===== config.mk =====
export PLATFORM = sky130hd
export DESIGN_NAME = frame_capture_ctrl
export DESIGN_NICKNAME = d
export VERILOG_FILES = /design/src/rtl/frame_capture_ctrl_pkg.sv /design/src/rtl/capture_fifo.sv /design/src/rtl/frame_capture_ctrl.sv
export SDC_FILE = /design/constraint.sdc
export NUM_CORES = 1
export LEC_CHECK = 0
export ABC_AREA = 1
export CORE_UTILIZATION = 60
export DETAILED_ROUTE_END_ITERATION = 10
export GPL_ROUTABILITY_DRIVEN = 0
export GPL_TIMING_DRIVEN = 0
export MAX_ROUTING_LAYER = met4
export PLACE_DENSITY = 0.82
export SLEW_MARGIN = 40
export SYNTH_ARGS = -nofsm -noshare
export SYNTH_HDL_FRONTEND = slang
export SYNTH_SLANG_ARGS = --single-unit
export TNS_END_PERCENT = 50

===== constraint.sdc =====
create_clock -name clock -period 3 [get_ports clock]
set_input_delay 0.3 -clock clock [delete_from_list [all_inputs] [get_ports clock]]
set_output_delay 0.3 -clock clock [all_outputs]
set_load 0.03 [all_outputs]

===== src/rtl/frame_capture_ctrl_pkg.sv =====
// frame_capture_ctrl_pkg: shared FSM states, default frame geometry and FIFO sizing helper.
package frame_capture_ctrl_pkg;
  typedef enum logic [2:0] {
    IDLE,
    WAIT_VS_HIGH,
    WAIT_VS_LOW,
    CAPTURE,
    DRAIN,
    DONE
  } state_t;
  localparam int DEF_H_BYTES = 1280;
  localparam int DEF_V_LINES = 480;
  function automatic int ptr_width(input int depth);
    return depth > 2 ? $clog2(depth) : 1;
  endfunction
endpackage


===== src/rtl/capture_fifo.sv =====
// capture_fifo: synchronous power-of-two FIFO; a push into a full FIFO is accepted only alongside a pop.
module capture_fifo import frame_capture_ctrl_pkg::*; #(
  parameter int DW    = 8,
  parameter int DEPTH = 4
) (
  input  logic          clk,
  input  logic          rst,
  input  logic          flush,
  input  logic          push,
  input  logic          pop,
  input  logic [DW-1:0] din,
  output logic [DW-1:0] dout,
  output logic          empty,
  output logic          drop
);
  localparam int PW = ptr_width(DEPTH);
  logic [DW-1:0] mem [DEPTH];
  logic [PW:0] wr_ptr, rd_ptr;
  logic full, do_push, do_pop;
  assign empty   = wr_ptr == rd_ptr;
  assign full    = wr_ptr[PW-1:0] == rd_ptr[PW-1:0] && wr_ptr[PW] != rd_ptr[PW];
  assign do_pop  = pop && !empty;
  assign do_push = push && (!full || do_pop);
  assign drop    = push && !do_push;
  assign dout    = mem[rd_ptr[PW-1:0]];
  always_ff @(posedge clk) begin
    if (rst || flush) begin
      wr_ptr <= '0;
      rd_ptr <= '0;
    end else begin
      if (do_push) wr_ptr <= wr_ptr + (PW+1)'(1);
      if (do_pop) rd_ptr <= rd_ptr + (PW+1)'(1);
    end
  end
  always_ff @(posedge clk)
    if (do_push) mem[wr_ptr[PW-1:0]] <= din;
endmodule


===== src/rtl/frame_capture_ctrl.sv =====
// frame_capture_ctrl: camera frame grabber writing bytes to memory via a ready handshake.
// Define CAPTURE_CHECK_EN to add the line-length/line-count checker and its frameError output.
module frame_capture_ctrl import frame_capture_ctrl_pkg::*; #(
  parameter int                    ADDR_WIDTH = 23,
  parameter int                    DATA_WIDTH = 8,
  parameter int                    H_BYTES    = DEF_H_BYTES,
  parameter int                    V_LINES    = DEF_V_LINES,
  parameter logic [ADDR_WIDTH-1:0] BASE_ADDR  = '0,
  parameter int                    FIFO_DEPTH = 4
) (
  input  logic                  clock,
  input  logic                  resetN,
  input  logic                  start,
  input  logic                  continuous,
  input  logic                  abort,
  input  logic [DATA_WIDTH-1:0] cameraData,
  input  logic                  HSYNC,
  input  logic                  VSYNC,
  input  logic                  PXCLK,
  output logic [ADDR_WIDTH-1:0] memAddr,
  output logic [DATA_WIDTH-1:0] memData,
  output logic                  memWrite,
  input  logic                  memReady,
  output logic                  busy,
  output logic                  frameDone,
  output logic                  overflow
`ifdef CAPTURE_CHECK_EN
  , output logic                frameError
`endif
);
  localparam int TOTAL = H_BYTES * V_LINES;
  localparam int CW    = $clog2(TOTAL + 1);
  state_t state, nxt;
  logic [2:0] px_s, vs_s;
  logic [1:0] hs_s;
  logic [DATA_WIDTH-1:0] d_s1, d_s2, fifo_dout;
  logic [CW-1:0] byte_cnt;
  logic cont_r, fifo_empty, fifo_drop;
  logic px_rise, vs_rise, vs_fall, abort_act, start_act, push, load, enter_cap;
  assign px_rise   = px_s[1] && !px_s[2];
  assign vs_rise   = vs_s[1] && !vs_s[2];
  assign vs_fall   = !vs_s[1] && vs_s[2];
  assign abort_act = abort && state != IDLE;
  assign start_act = start && !abort && state == IDLE;
  assign push      = state == CAPTURE && px_rise && hs_s[1] && byte_cnt < CW'(TOTAL) && !abort_act;
  assign load      = (state == CAPTURE || state == DRAIN) && !abort_act && (!memWrite || memReady);
  assign enter_cap = state == WAIT_VS_LOW && nxt == CAPTURE;
  assign busy      = state != IDLE;
  assign frameDone = state == DONE;
  always_comb begin
    nxt = state;
    case (state)
      IDLE:         nxt = start_act ? WAIT_VS_HIGH : IDLE;
      WAIT_VS_HIGH: nxt = vs_rise ? WAIT_VS_LOW : WAIT_VS_HIGH;
      WAIT_VS_LOW:  nxt = vs_fall ? CAPTURE : WAIT_VS_LOW;
      CAPTURE:      nxt = (vs_rise || byte_cnt == CW'(TOTAL)) ? DRAIN : CAPTURE;
      DRAIN:        nxt = (fifo_empty && !memWrite) ? DONE : DRAIN;
      DONE:         nxt = cont_r ? WAIT_VS_LOW : IDLE;
      default:      nxt = IDLE;
    endcase
    if (abort_act) nxt = IDLE;
  end
  // The output register is the pending write: an abort flushes the FIFO but leaves it to complete.
  always_ff @(posedge clock) begin
    if (!resetN) begin
      px_s     <= '0;
      vs_s     <= '0;
      hs_s     <= '0;
      d_s1     <= '0;
      d_s2     <= '0;
      state    <= IDLE;
      byte_cnt <= '0;
      cont_r   <= 1'b0;
      overflow <= 1'b0;
      memWrite <= 1'b0;
      memData  <= '0;
      memAddr  <= BASE_ADDR;
    end else begin
      px_s  <= {px_s[1:0], PXCLK};
      vs_s  <= {vs_s[1:0], VSYNC};
      hs_s  <= {hs_s[0], HSYNC};
      d_s1  <= cameraData;
      d_s2  <= d_s1;
      state <= nxt;
      if (start_act) begin
        cont_r   <= continuous;
        overflow <= 1'b0;
      end else if (fifo_drop) overflow <= 1'b1;
      if (enter_cap) byte_cnt <= '0;
      else if (push) byte_cnt <= byte_cnt + CW'(1);
      if (memWrite && memReady) begin
        memWrite <= 1'b0;
        memAddr  <= memAddr + ADDR_WIDTH'(1);
      end
      if (load && !fifo_empty) begin
        memWrite <= 1'b1;
        memData  <= fifo_dout;
      end
      if (enter_cap) memAddr <= BASE_ADDR;
    end
  end
  capture_fifo #(.DW(DATA_WIDTH), .DEPTH(FIFO_DEPTH)) u_fifo (
    .clk   (clock),
    .rst   (!resetN),
    .flush (abort_act),
    .push  (push),
    .pop   (load),
    .din   (d_s2),
    .dout  (fifo_dout),
    .empty (fifo_empty),
    .drop  (fifo_drop)
  );
`ifdef CAPTURE_CHECK_EN
  localparam int LW = $clog2(V_LINES + 1);
  logic hs_d, hs_fall, frame_end;
  logic [CW-1:0] line_cnt;
  logic [LW-1:0] lines;
  assign hs_fall   = state == CAPTURE && hs_d && !hs_s[1];
  assign frame_end = state == CAPTURE && nxt == DRAIN;
  // A frame cut short by the byte limit never sees its last HSYNC fall, so a full byte count counts as complete.
  always_ff @(posedge clock) begin
    if (!resetN) begin
      hs_d       <= 1'b0;
      line_cnt   <= '0;
      lines      <= '0;
      frameError <= 1'b0;
    end else begin
      hs_d <= hs_s[1];
      if (start_act) frameError <= 1'b0;
      else if ((hs_fall && line_cnt != CW'(H_BYTES)) ||
               (frame_end && lines < LW'(V_LINES) && byte_cnt != CW'(TOTAL))) frameError <= 1'b1;
      if (enter_cap || hs_fall) line_cnt <= '0;
      else if (push) line_cnt <= line_cnt + CW'(1);
      if (enter_cap) lines <= '0;
      else if (hs_fall && lines != LW'(V_LINES)) lines <= lines + LW'(1);
    end
  end
`endif
endmodule

==> results.md <==
- Status: completed
- Pwr dens: 549 nW/µm²
- Sequential share of the synthesized area: around 50%
- Critical path fanouts, max: 4
- Antenna viol nets, final: 0
- Die area: ~9400 µm²
- DR iter-0 viols: about 300
- Clock power frac: 51.2%
- First-pass GRT wire length: 20400 µm
- Crit Path Class: reg -> out
- TNS Setup: 0 ns
- Setup WS post-layout: around 0.55 ns
- Post-synth cell types: 36
- Initial Util: around 62%
- Layout area overhead: 21.9%
- Fmax achieved: around 0.41 GHz
- Finished Cell Area: approximately 6600 µm²
- Placed cell area: between 6000 and 7000 µm²
- Io pins: 52
- Pre-CTS setup slack: about 0.5 ns
- WP data arrival: 2.15 ns
- Final Hold Viols: 0
- Post-CTS sizing: 0
- Chip width: just under 100 µm
- Sw Ratio: between 20 and 25%
- Max Slew Vio Count: 0
- Utilization after layout: roughly three quarters
- Post-CTS Setup Inserts: 0
- Internal Power: 2.80 mW
- Logic pwr share: under 10%
- Port buffer count: 50
- Filler cell count: a little under 600
- Post-Syn Area per Cell: 7.93 µm²
- Final setup fails: 0
- RSZ-0062 raised after global routing: no
- Worst EP required: between 2 and 3 ns
- Nets: 776
- Vias after detailed routing: about 4600
- Dpl hpwl: between 8000 and 9000 µm
- Fin cells: ~870
- Die H: around 97 µm
- DRC viols: 0
- DP Cell Count: 840
- Crit path time final: ~2.4 ns
- Worst vdd ir: between 0.0004 and 0.0005 V
- WL final: about 12000 µm
- Crit end category: primary output
- Vias/cell: between 5 and 6
- Root buf cell: clkbuf_8
- Hold path startpoint: resetN
- Psw: slightly above 0.8 mW
- Vias in the first global route: roughly 4600
- Yosys reg bits: 119
- Layout Skew: roughly 0.0083 ns
- Hold Slack: 0.161 ns
- Pwr Total: between 3 and 4 mW
- Cells after synthesis: 682
- Least-Margin Pin Slew: around 0.85 ns
- Antenna diodes: 0
- Worst R2R Start: state[1]
- Layout cells sized above 1: 8.64%
- Drt pass-1 iters: 5
- Routing usage on met1: around 34%
- Seq pwr share: 46.2%
- GR Layer Usage met2: a little over two fifths
- Crit path from: state[0]
- GR peak layer: met2
- Max clock buf depth: 2
- Worst skew pair latency: 0.51 ns
- Startpoint Class: flip-flop
- Max cap viols: 0
- Gr usage total: between 20% and 30%
- Tcrit/Tclk final: 81.6%
- Post-Syn Area: about 5400 µm²
- CORE AREA: 8720 µm²
- Slew headroom: between 40% and 50%
- Largest net degree at the start of global routing: 17
- Syn Nets: 707
- P_leak: 2.67 nW
- Reg clk slew, reported paths: 0.06 ns
- Routing usage on met3: under 10%
- TritonCTS buffer count: 17
- Type of the most critical hold path: in -> reg
- H-tree levels: 4
- CTS sink count: 119
- Hold buffers post-CTS: 0
- Cell Rows: 34
- Initial antenna violation count: 0
- CTS tree: done
- Synth warn: 0
- GRT Residual Overflow: 0
- Routed wire per std cell: 13.4 µm
## cell families after synthesis
| kind of cell | Yosys count | synth area share [%] |
|---|---|---|
| buffers and inverters | 106 | 8.65 |
| muxes | 1 | 0.185 |
| adders and majority gates | 8 | 1.85 |
| and+or+nand+nor | 353 | 28.1 |
| DFF | 119 | 50.0 |
| AOI/OAI and AO/OA | 65 | 6.41 |
| xor gates and xnor gates | 30 | 4.86 |
## area by class of cell
class / instances / area [µm²] / share of cell area, %
Multi-Input combinational cell: 457 / 2240 / 33.9
Sequential cell: 119 / 2700 / 41.0
Clock buffer: 21 / 460 / 6.99
Clock inverter: 11 / 86.3 / 1.31
Timing Repair Buffer: 50 / 500 / 7.59
Tap cell: 108 / 135 / 2.05
Buffer: 16 / 128 / 1.94
Inverter: 90 / 340 / 5.16
## worst max-delay path: stages, from the launching register on
cell and delay [ns]:
dfxtp_1 0.40, inv_1 0.11, nor3_1 0.38, clkdlybuf4s50_1 0.75
## path summary, 6_finish.rpt
check	end	slack [ns]	cells past startpoint
max	frameDone	0.55	3
min	cont_r	0.16	3
max reg2reg	u_fifo.mem[3][1]	0.62	7
min reg2reg	d_s2[4]	0.41	2
## synthesized netlist by cell type
master	count	area, µm²
nand2_1	127	477
nor2_2	7	43.8
o22ai_1	8	50.1
nand4_1	8	50.1
buf_2	3	15.0
nor2_4	1	11.3
buf_4	1	7.51
nor2_8	1	20.0
nor3_1	9	45.0
edfxtp_1	32	961
a21oi_1	22	110
nand2_4	2	22.5
a311oi_1	1	8.76
inv_1	87	327
o21bai_1	2	15.0
a211oi_1	1	7.51
nand3b_1	3	22.5
o21ai_1	1	5.00
nor3_2	1	10.0
xor2_1	22	193
mux2i_1	1	10.0
xnor2_1	8	70.1
buf_6	8	90.1
nand3_1	36	180
nand2_2	7	43.8
and3_1	1	6.26
o21ai_0	30	150
dfxtp_1	87	1740
clkbuf_1	4	15.0
inv_4	1	6.26
nand3_2	3	30.0
nor3b_1	1	7.51
clkinv_1	1	3.75
ha_1	8	100
nor2_1	146	548
inv_2	1	3.75
## placed cells by master (no fill, tap or decap), drive strengths merged
cell type	instances
xnor2	8
inv	95
buf	12
o22ai	8
nor3	10
xor2	22
clkdlybuf4s50	50
mux2i	1
nand3b	3
a211oi	1
a21oi	22
nand3	39
clkinvlp	1
nor3b	1
dfxtp	87
o21ai	31
clkbuf	25
edfxtp	32
nand2	136
and3	1
o21bai	2
a311oi	1
clkinv	5
ha	8
nor2	155
nand4	8
## sequential cells by signal, summed over array words and instances (netlist names), 2 cells and up
register,count
u_fifo.mem,32
memAddr,23
byte_cnt,20
d_s1,8
d_s2,8
memData,8
px_s,3
state,3
u_fifo.rd_ptr,3
u_fifo.wr_ptr,3
vs_s,3
hs_s,2
## power by group through the flow
stage                     clock network (mW)  logic (mW)  registers, mW
after global routing                    1.94       0.103           1.67
after detailed placement                   0      0.0925           1.71
after CTS                               1.86      0.0929           1.67
final                                   1.85      0.0934           1.67
after global placement                     0      0.0886           1.71
after floorplan                            0      0.0545           1.70
## routing by layer
layer	wire length [µm]	vias to the layer above
met3	681	40
met4	301	0
li1	-	2301
met5	0	-
met2	5450	172
met1	5270	2118
(Power assumes the default switching activity.)
